<file path="config.mk">
export PLATFORM = sky130hd
export DESIGN_NAME = ahb_master_arbiter
export DESIGN_NICKNAME = d
export VERILOG_FILES = /design/src/rtl/ahb_pkg.sv /design/src/rtl/ahb_addr_hold.sv /design/src/rtl/ahb_master_arbiter.sv
export SDC_FILE = /design/constraint.sdc
export NUM_CORES = 1
export LEC_CHECK = 0
export CAP_MARGIN = 15
export CORE_MARGIN = 4
export CORE_UTILIZATION = 36
export DETAILED_ROUTE_END_ITERATION = 16
export MAX_ROUTING_LAYER = met4
export PLACE_DENSITY = 0.79
export REMOVE_ABC_BUFFERS = 1
export SLEW_MARGIN = 40
export SYNTH_ARGS = -nofsm -noshare
export SYNTH_HDL_FRONTEND = slang
export SYNTH_HIERARCHICAL = 1
export SYNTH_SLANG_ARGS = --single-unit
</file>
<file path="constraint.sdc">
create_clock -name HCLK -period 1.9 [get_ports HCLK]
set_clock_uncertainty 0.1 [all_clocks]
set_input_delay 0.475 -clock HCLK [delete_from_list [all_inputs] [get_ports HCLK]]
set_output_delay 0.475 -clock HCLK [all_outputs]
set_load 0.1 [all_outputs]
</file>
<file path="src/rtl/ahb_pkg.sv">
// Shared AHB-Lite encodings and the address-phase bundle used by the two-master arbiter.
package ahb_pkg;

  localparam int AHB_AW = 32;
  localparam int AHB_DW = 32;

  localparam logic [1:0] HTRANS_IDLE   = 2'b00;
  localparam logic [1:0] HTRANS_BUSY   = 2'b01;
  localparam logic [1:0] HTRANS_NONSEQ = 2'b10;
  localparam logic [1:0] HTRANS_SEQ    = 2'b11;

  localparam logic HRESP_OKAY  = 1'b0;
  localparam logic HRESP_ERROR = 1'b1;

  typedef struct packed {
    logic [1:0]        trans;
    logic [AHB_AW-1:0] addr;
    logic              write;
    logic [2:0]        size;
    logic [2:0]        burst;
    logic [3:0]        prot;
    logic              lock;
  } ahb_addr_t;

endpackage

</file>
<file path="src/rtl/ahb_addr_hold.sv">
// One-deep holding register for an address phase that was accepted but lost arbitration.
module ahb_addr_hold
  import ahb_pkg::*;
(
  input  logic      HCLK,
  input  logic      HRESET,
  input  logic      load,
  input  logic      clear,
  input  ahb_addr_t d,
  output ahb_addr_t q,
  output logic      vld
);

  always_ff @(posedge HCLK) begin
    if (HRESET) begin
      vld <= 1'b0;
      q   <= '0;
    end else if (load) begin
      vld <= 1'b1;
      q   <= d;
    end else if (clear) begin
      vld <= 1'b0;
    end
  end

endmodule

</file>
<file path="src/rtl/ahb_master_arbiter.sv">
// Two-master AHB-Lite arbiter onto one slave port: round-robin grant with lock/SEQ holding,
// loser address phases parked in a pending register, data-phase routing by data_owner.
module ahb_master_arbiter
  import ahb_pkg::*;
#(
  parameter int AW = AHB_AW,
  parameter int DW = AHB_DW
) (
  input  logic          HCLK,
  input  logic          HRESET,
  input  logic [1:0]    M0_HTRANS,
  input  logic [AW-1:0] M0_HADDR,
  input  logic          M0_HWRITE,
  input  logic [2:0]    M0_HSIZE,
  input  logic [2:0]    M0_HBURST,
  input  logic [3:0]    M0_HPROT,
  input  logic          M0_HMASTLOCK,
  input  logic [DW-1:0] M0_HWDATA,
  output logic          M0_HREADY,
  output logic          M0_HRESP,
  output logic [DW-1:0] M0_HRDATA,
  input  logic [1:0]    M1_HTRANS,
  input  logic [AW-1:0] M1_HADDR,
  input  logic          M1_HWRITE,
  input  logic [2:0]    M1_HSIZE,
  input  logic [2:0]    M1_HBURST,
  input  logic [3:0]    M1_HPROT,
  input  logic          M1_HMASTLOCK,
  input  logic [DW-1:0] M1_HWDATA,
  output logic          M1_HREADY,
  output logic          M1_HRESP,
  output logic [DW-1:0] M1_HRDATA,
  output logic          S_HSEL,
  output logic [1:0]    S_HTRANS,
  output logic [AW-1:0] S_HADDR,
  output logic          S_HWRITE,
  output logic [2:0]    S_HSIZE,
  output logic [2:0]    S_HBURST,
  output logic [3:0]    S_HPROT,
  output logic          S_HMASTLOCK,
  output logic [DW-1:0] S_HWDATA,
  output logic          S_HREADY,
  input  logic          S_HREADYOUT,
  input  logic          S_HRESP,
  input  logic [DW-1:0] S_HRDATA
);

  ahb_addr_t  live [2];
  ahb_addr_t  pend [2];
  ahb_addr_t  sel;
  logic [1:0] pend_vld;
  logic [1:0] hready;
  logic [1:0] req_live;
  logic [1:0] req;
  logic [1:0] load;
  logic [1:0] clear;
  logic       gnt_vld;
  logic       gnt;
  logic       hold;
  logic       last_grant;
  logic       lock_q;
  logic       data_owner;
  logic       dvld;

  assign live[0] = {M0_HTRANS, M0_HADDR, M0_HWRITE, M0_HSIZE, M0_HBURST, M0_HPROT, M0_HMASTLOCK};
  assign live[1] = {M1_HTRANS, M1_HADDR, M1_HWRITE, M1_HSIZE, M1_HBURST, M1_HPROT, M1_HMASTLOCK};

  // The data owner waits on the slave; a master with a parked address is stalled until it drains.
  assign hready[0] = (dvld && !data_owner) ? S_HREADYOUT : !pend_vld[0];
  assign hready[1] = (dvld &&  data_owner) ? S_HREADYOUT : !pend_vld[1];

  assign req_live[0] = live[0].trans[1] & hready[0];
  assign req_live[1] = live[1].trans[1] & hready[1];
  assign req         = pend_vld | req_live;

  always_comb begin
    gnt_vld = 1'b0;
    gnt     = last_grant;
    hold    = (lock_q || live[last_grant].trans == HTRANS_SEQ) && req[last_grant];
    if (S_HREADYOUT && (|req)) begin
      gnt_vld = 1'b1;
      if (hold)          gnt = last_grant;
      else if (&req)     gnt = ~last_grant;
      else               gnt = req[1];
    end
    sel = pend_vld[gnt] ? pend[gnt] : live[gnt];
  end

  // Any accepted live request that is not forwarded this cycle must be parked, including during stalls.
  always_comb begin
    load  = '0;
    clear = '0;
    for (int i = 0; i < 2; i++) begin
      load[i]  = req_live[i] && !(gnt_vld && gnt == 1'(i));
      clear[i] = pend_vld[i] && gnt_vld && gnt == 1'(i);
    end
  end

  for (genvar g = 0; g < 2; g++) begin : g_hold
    ahb_addr_hold u_hold (
      .HCLK   (HCLK),
      .HRESET (HRESET),
      .load   (load[g]),
      .clear  (clear[g]),
      .d      (live[g]),
      .q      (pend[g]),
      .vld    (pend_vld[g])
    );
  end

  always_ff @(posedge HCLK) begin
    if (HRESET) begin
      last_grant <= 1'b1;
      lock_q     <= 1'b0;
      dvld       <= 1'b0;
      data_owner <= 1'b0;
    end else if (S_HREADYOUT) begin
      dvld <= gnt_vld;
      if (gnt_vld) begin
        data_owner <= gnt;
        last_grant <= gnt;
        lock_q     <= sel.lock;
      end
    end
  end

  assign S_HSEL      = gnt_vld;
  assign S_HTRANS    = gnt_vld ? sel.trans : HTRANS_IDLE;
  assign S_HADDR     = sel.addr;
  assign S_HWRITE    = sel.write;
  assign S_HSIZE     = sel.size;
  assign S_HBURST    = sel.burst;
  assign S_HPROT     = sel.prot;
  assign S_HMASTLOCK = sel.lock;
  assign S_HWDATA    = data_owner ? M1_HWDATA : M0_HWDATA;
  assign S_HREADY    = S_HREADYOUT;

  assign M0_HREADY = hready[0];
  assign M1_HREADY = hready[1];
  assign M0_HRESP  = (dvld && !data_owner) ? S_HRESP : HRESP_OKAY;
  assign M1_HRESP  = (dvld &&  data_owner) ? S_HRESP : HRESP_OKAY;
  assign M0_HRDATA = (dvld && !data_owner) ? S_HRDATA : '0;
  assign M1_HRDATA = (dvld &&  data_owner) ? S_HRDATA : '0;

endmodule

</file>
== Word level (Yosys, flattened, before mapping) ==
Cells that the tools add are included.
Operators by class
  order comparisons: 4
  reductions and logical operators: 23
  equal/unequal tests: 1
  bitwise logic cells: 7
  mux-type cells: 30
Operators by type and width (count)
  $mux 46: 10
  $mux 32: 3
  $mux 1: 16
  $logic_and 1x1->1: 12
  $logic_not 1->1: 5
  $ge 2x2->1 const B: 2
  $lt 1x2->1 const B: 2
  $not 1->2: 2
  $reduce_and 2->1: 2
  $reduce_bool 2->1: 2
  $and 1x1->1: 2
  $eq 2x2->1 const B: 1
  $mux 2: 1
  $not 1->1: 2
  $or 2x2->2: 1
  $reduce_or 2->1: 1
  $logic_or 1x1->1: 1
Storage, ports and cells
  bits of input ports: 192
  output and inout bits: 148
  bits in registers: 98
  logic and storage cells: 85

== Longest topological paths before layout ==
  word-level depth: 16
  depth in mapped cells: 10
  gate-level depth less buffers: 6

== Hierarchy ==
The synthesis kept the hierarchy.
Modules (own cells, without submodules)
  ahb_addr_hold: seq. area each 940.9 sq um, cells each 152, area each 1689.1 sq um, times used 2
  ahb_master_arbiter: seq. area each 80.1 sq um, cells each 314, area each 2705.1 sq um, times used 1

== Least setup slack after synthesis ==
No wires, ideal clock.
  path type: input to output
  start: input port S_HREADYOUT
  end: output port S_HTRANS[1]
  path buffers: 1
  arrival: 3.437 ns
  setup slack: -2.112 ns
  data required time: 1.325 ns
  cell stages on the path: 5
  cells stage by stage: buf_2 > o21ai_1 > a21oi_2 > a21o_1 > a311oi_1
On the way
  longest elaborated chain between the ends: 14
  elaborated cells between the ends (all ways): 26
  those cells by class: mux: 18; bitwise: 4; reduce/logical: 4
RTL lines
  from (decl): RTL line ahb_master_arbiter.sv:43  | input logic S_HREADYOUT,
  $mux 1 (on tied branches): RTL line ahb_master_arbiter.sv:69, ahb_master_arbiter.sv:70
  $and 1x1->1 (on tied branches): RTL line ahb_master_arbiter.sv:72, ahb_master_arbiter.sv:73
  $or 2x2->2: RTL line ahb_master_arbiter.sv:74  | assign req = pend_vld | req_live;
  $mux 1 (not written as such) (2 in series): RTL line ahb_master_arbiter.sv:79  | hold = (lock_q || live[last_grant].trans == HTRANS_SEQ) && req[last_grant];
  $logic_and 1x1->1: RTL line ahb_master_arbiter.sv:79
  $mux 1: RTL line ahb_master_arbiter.sv:82  | if (hold) gnt = last_grant;
  $mux 1: RTL line ahb_master_arbiter.sv:80  | if (S_HREADYOUT && (|req)) begin
  $not 1->2 (not written as such): RTL line ahb_master_arbiter.sv:86  | sel = pend_vld[gnt] ? pend[gnt] : live[gnt];
  $mux 46 (not written as such) (3 in series): RTL line ahb_master_arbiter.sv:86
  $mux 46: RTL line ahb_master_arbiter.sv:86
  $mux 2 (*): RTL line ahb_master_arbiter.sv:128  | assign S_HTRANS = gnt_vld ? sel.trans : HTRANS_IDLE;
  to (decl): RTL line ahb_master_arbiter.sv:34  | output logic [1:0] S_HTRANS,
Mark *: on every way between the ends. The rest lies on a longest branch, timed or not. The select of a mux whose other input is x is not followed.

== Final worst setup path ==
  start: register lock_q
  end: output port S_HTRANS[1]
On the way
  longest elaborated chain between the ends: 10
  elaborated cells between the ends (all ways): 15
  those cells by class: mux: 12; bitwise: 1; reduce/logical: 2
RTL lines
  from (decl): RTL line ahb_master_arbiter.sv:61  | logic lock_q;
  from (signal assigned): RTL line ahb_master_arbiter.sv:122  | lock_q <= sel.lock;
  $logic_or 1x1->1 (*): RTL line ahb_master_arbiter.sv:79
  $logic_and 1x1->1 (*): RTL line ahb_master_arbiter.sv:79
  $mux 1 (*): RTL line ahb_master_arbiter.sv:82
  $mux 1 (*): RTL line ahb_master_arbiter.sv:80
  $not 1->2 (not written as such): RTL line ahb_master_arbiter.sv:86
  $mux 46 (not written as such) (3 in series): RTL line ahb_master_arbiter.sv:86
  $mux 46 (*): RTL line ahb_master_arbiter.sv:86
  $mux 2 (*): RTL line ahb_master_arbiter.sv:128
Marks and branches as above.

==> metrics.yaml <==
wirelength_um: 30810
area_delta_synth_final_pct: 113.8
power.leakage_nw: 5.271
ios: 340
place.gp.congestion: 0.8586
min-delay-start: "M0_HTRANS[0]"
final_common_cell: "clkdlybuf4s50_1"
slew_violations: 0
final-setup-viol-count: 242
yosys_warnings: 6
dr.pass1.iters: 5
core_area_um2: 16580
cts_buffer_depth: 2
outcome: "complete, but fails checks"
cp_common_cell: "buf_4"
cp.arrival_ns: 2.11
layout_common_cells: "clkdlybuf4s50_1, mux2i_1, buf_12"
root_buffer: "clkbuf_16"
grt_overflow: 0
worstMarginPinSlew_ns: 0.5000
grt_first_pass_wirelength_um: 41260
synth_ff_type: "dfxtp_1"
relSlewSlack: 0.6571
rsz0062_at_grt: "true"
failed_checks: "setup timing"
crit_type: "register to output port"
finalHoldViolations: 0
ant_nets: 0
holdPathStages: 3
gr-usage-all-layers: 0.3015
regToRegSetupSlack_ns: -0.48
dr.first_iter.drc_count: 327
final_nets: 1179
hpwl_um: 21340
endpoint_kind: "output port"
drcViolationCount: 0
clkSlewWorstSetupHoldPaths_ns: 0.07
syn_inst: 618
row_count: 47
path_delay_family: "compound AO/OA/AOI/OAI gates"
fmax_mhz: 373.1
num_vias: 6441
utilization: 0.7842
htree_levels: 3
die_area_um2: 19040
period_needed_ns: 2.680
synthArstFlopShare: 0
start_kind: "register"
ys_seq_area_frac: 0.3225
min_period_over_period: 1.411
max_stage_delay_ns: 0.38
drv_cap: 0
drt-wirelength-per-cell_um: 25.34
path_cells: "a21oi_2 > o21a_1 > buf_4 > a21o_1 > a311oi_2 > buf_4 > buf_12"
clock_latency_ns: 0.35
fin_ws_ns: -0.7802
synth-edff-count: 0
viasPerCell: 5.297
port_buffers: 339
syn_area_um2: 6083
die_h_um: 138.0
crit_fanout: 5
cts_sinks: 98
min_to: "g_hold[0].u_hold/q[44]"
r2r-start: "g_hold[1].u_hold/vld"
ys_ff_latch: 98
critPathBufInv: 3
postCtsHoldBufs: 0
ir_drop_v: 0.0007155
r2r_cells: 9
power_density_nw_per_um2: 829.4
cp.required_ns: 1.32
num-fill-cells: 953
r2r-end: "g_hold[1].u_hold/q[30]"
avgSynthCellArea_um2: 9.844
first_global_vias: 6626
antenna_found_initial: 5
grt_max_degree: 78
cts_made_buffers: 9
slowest_stage: "dfxtp_4"
drive_above_1_share: 0.3734
hold_path_class: "primary input to register"
initial_utilization: 0.3668
die_w_um: 138.0
ys_types: 31
power_mw: 10.79
cts_tree: "done"
[what timing repair did]
action	4_1_cts	5_1_grt
setup endpoints to repair	243	242
gates resized for setup	173	46
pin swaps	23	6
gates cloned	6	6
setup buffers	18	4
[routing by layer]
metal  GRT usage  share of wire
met4      0.1004          0.032
met3     0.07475          0.088
met1      0.3392           0.37
met2      0.5249           0.51
met5           -              0
[how the worst max path moves through the flow]
stage          slack [ns]               endpoint  depth (start not counted)                  from
3_5_place_dp        -1.10            S_HTRANS[1]                          8          M0_HTRANS[1]
5_1_grt             -0.82            S_HTRANS[1]                          7                lock_q
2_1_floorplan       -4.48  g_hold[0].u_hold/q[0]                          6  g_hold[1].u_hold/vld
4_1_cts             -0.73            S_HBURST[1]                          8                lock_q
6_report            -0.78            S_HTRANS[1]                          7                lock_q
3_3_place_gp        -1.00            S_HTRANS[1]                          8          M0_HTRANS[0]
[worst reg2reg max path: cells and delay by family, from the launching register on]
kind / cells / cell delay (ns)
AO/OA/AOI/OAI: 2 / 0.47
multiplexers: 1 / 0.33
flip-flops: 1 / 0.37
AND/OR/NAND/NOR: 3 / 0.52
buffers and inverters: 3 / 0.45
[cells by family (layout without fill, tap and decap cells)]
logic type      Yosys count  after routing  synth area share
mux                     258            258            0.4313
buf+inv                  59            432           0.07301
flops                    98             98            0.3225
compound gates           23             23           0.02900
simple gates            180            180            0.1442
other cells               0              5                 0
[through the flow]
step           worst slack [ns]  TNS [ns]  hold slack (ns)  area [um2]  std cells
2_1_floorplan            -4.479   -682.43           0.3544        5662        565
3_3_place_gp             -1.001   -122.71           0.3713       11260       1164
3_5_place_dp             -1.104   -128.86           0.3834       11260       1164
4_1_cts                 -0.7344    -63.82           0.3971       12670       1202
5_1_grt                 -0.8222    -89.16           0.3353       13010       1216
6_report                -0.7802    -73.55           0.3197       13010       1216
[power breakdown]
| group | switching, mW | internal (mW) |
|---|---|---|
| sequential | 0.119 | 2.22 |
| clock | 0.846 | 1.06 |
| combinational | 3.77 | 2.77 |
[flip-flops by register name, summed over array words and instances (netlist names)]
signal             flops
g_hold.u_hold/q       92
g_hold.u_hold/vld      2
data_owner             1
dvld                   1
last_grant             1
lock_q                 1
[synth_stat cells, drive strengths merged (2+ instances only)]
master / instances / area, um2
mux2i: 225 / 2252
dfxtp: 98 / 1962
nor2: 95 / 356.6
and3: 36 / 225.2
buf: 34 / 350.3
and2: 33 / 206.5
mux2: 33 / 371.6
clkbuf: 19 / 71.32
a21oi: 11 / 62.56
inv: 6 / 22.52
nand2b: 5 / 31.28
nand2: 4 / 15.01
a211oi: 3 / 22.52
nor2b: 3 / 18.77
nor3: 2 / 10.01
o21a: 2 / 15.01
o21ai: 2 / 13.76
[area by class of cell]
type	count	area, um2	share of cell area
tap	220	275.3	0.02117
sequential	98	1979	0.1522
clock buffer	10	239.0	0.01838
multi-input combinational	461	4541	0.3491
clock inverter	5	63.81	0.004907
timing repair buffer	411	5872	0.4515
antenna	5	12.51	0.0009621
inverter	6	22.52	0.001732
(Power assumes the default switching activity.)
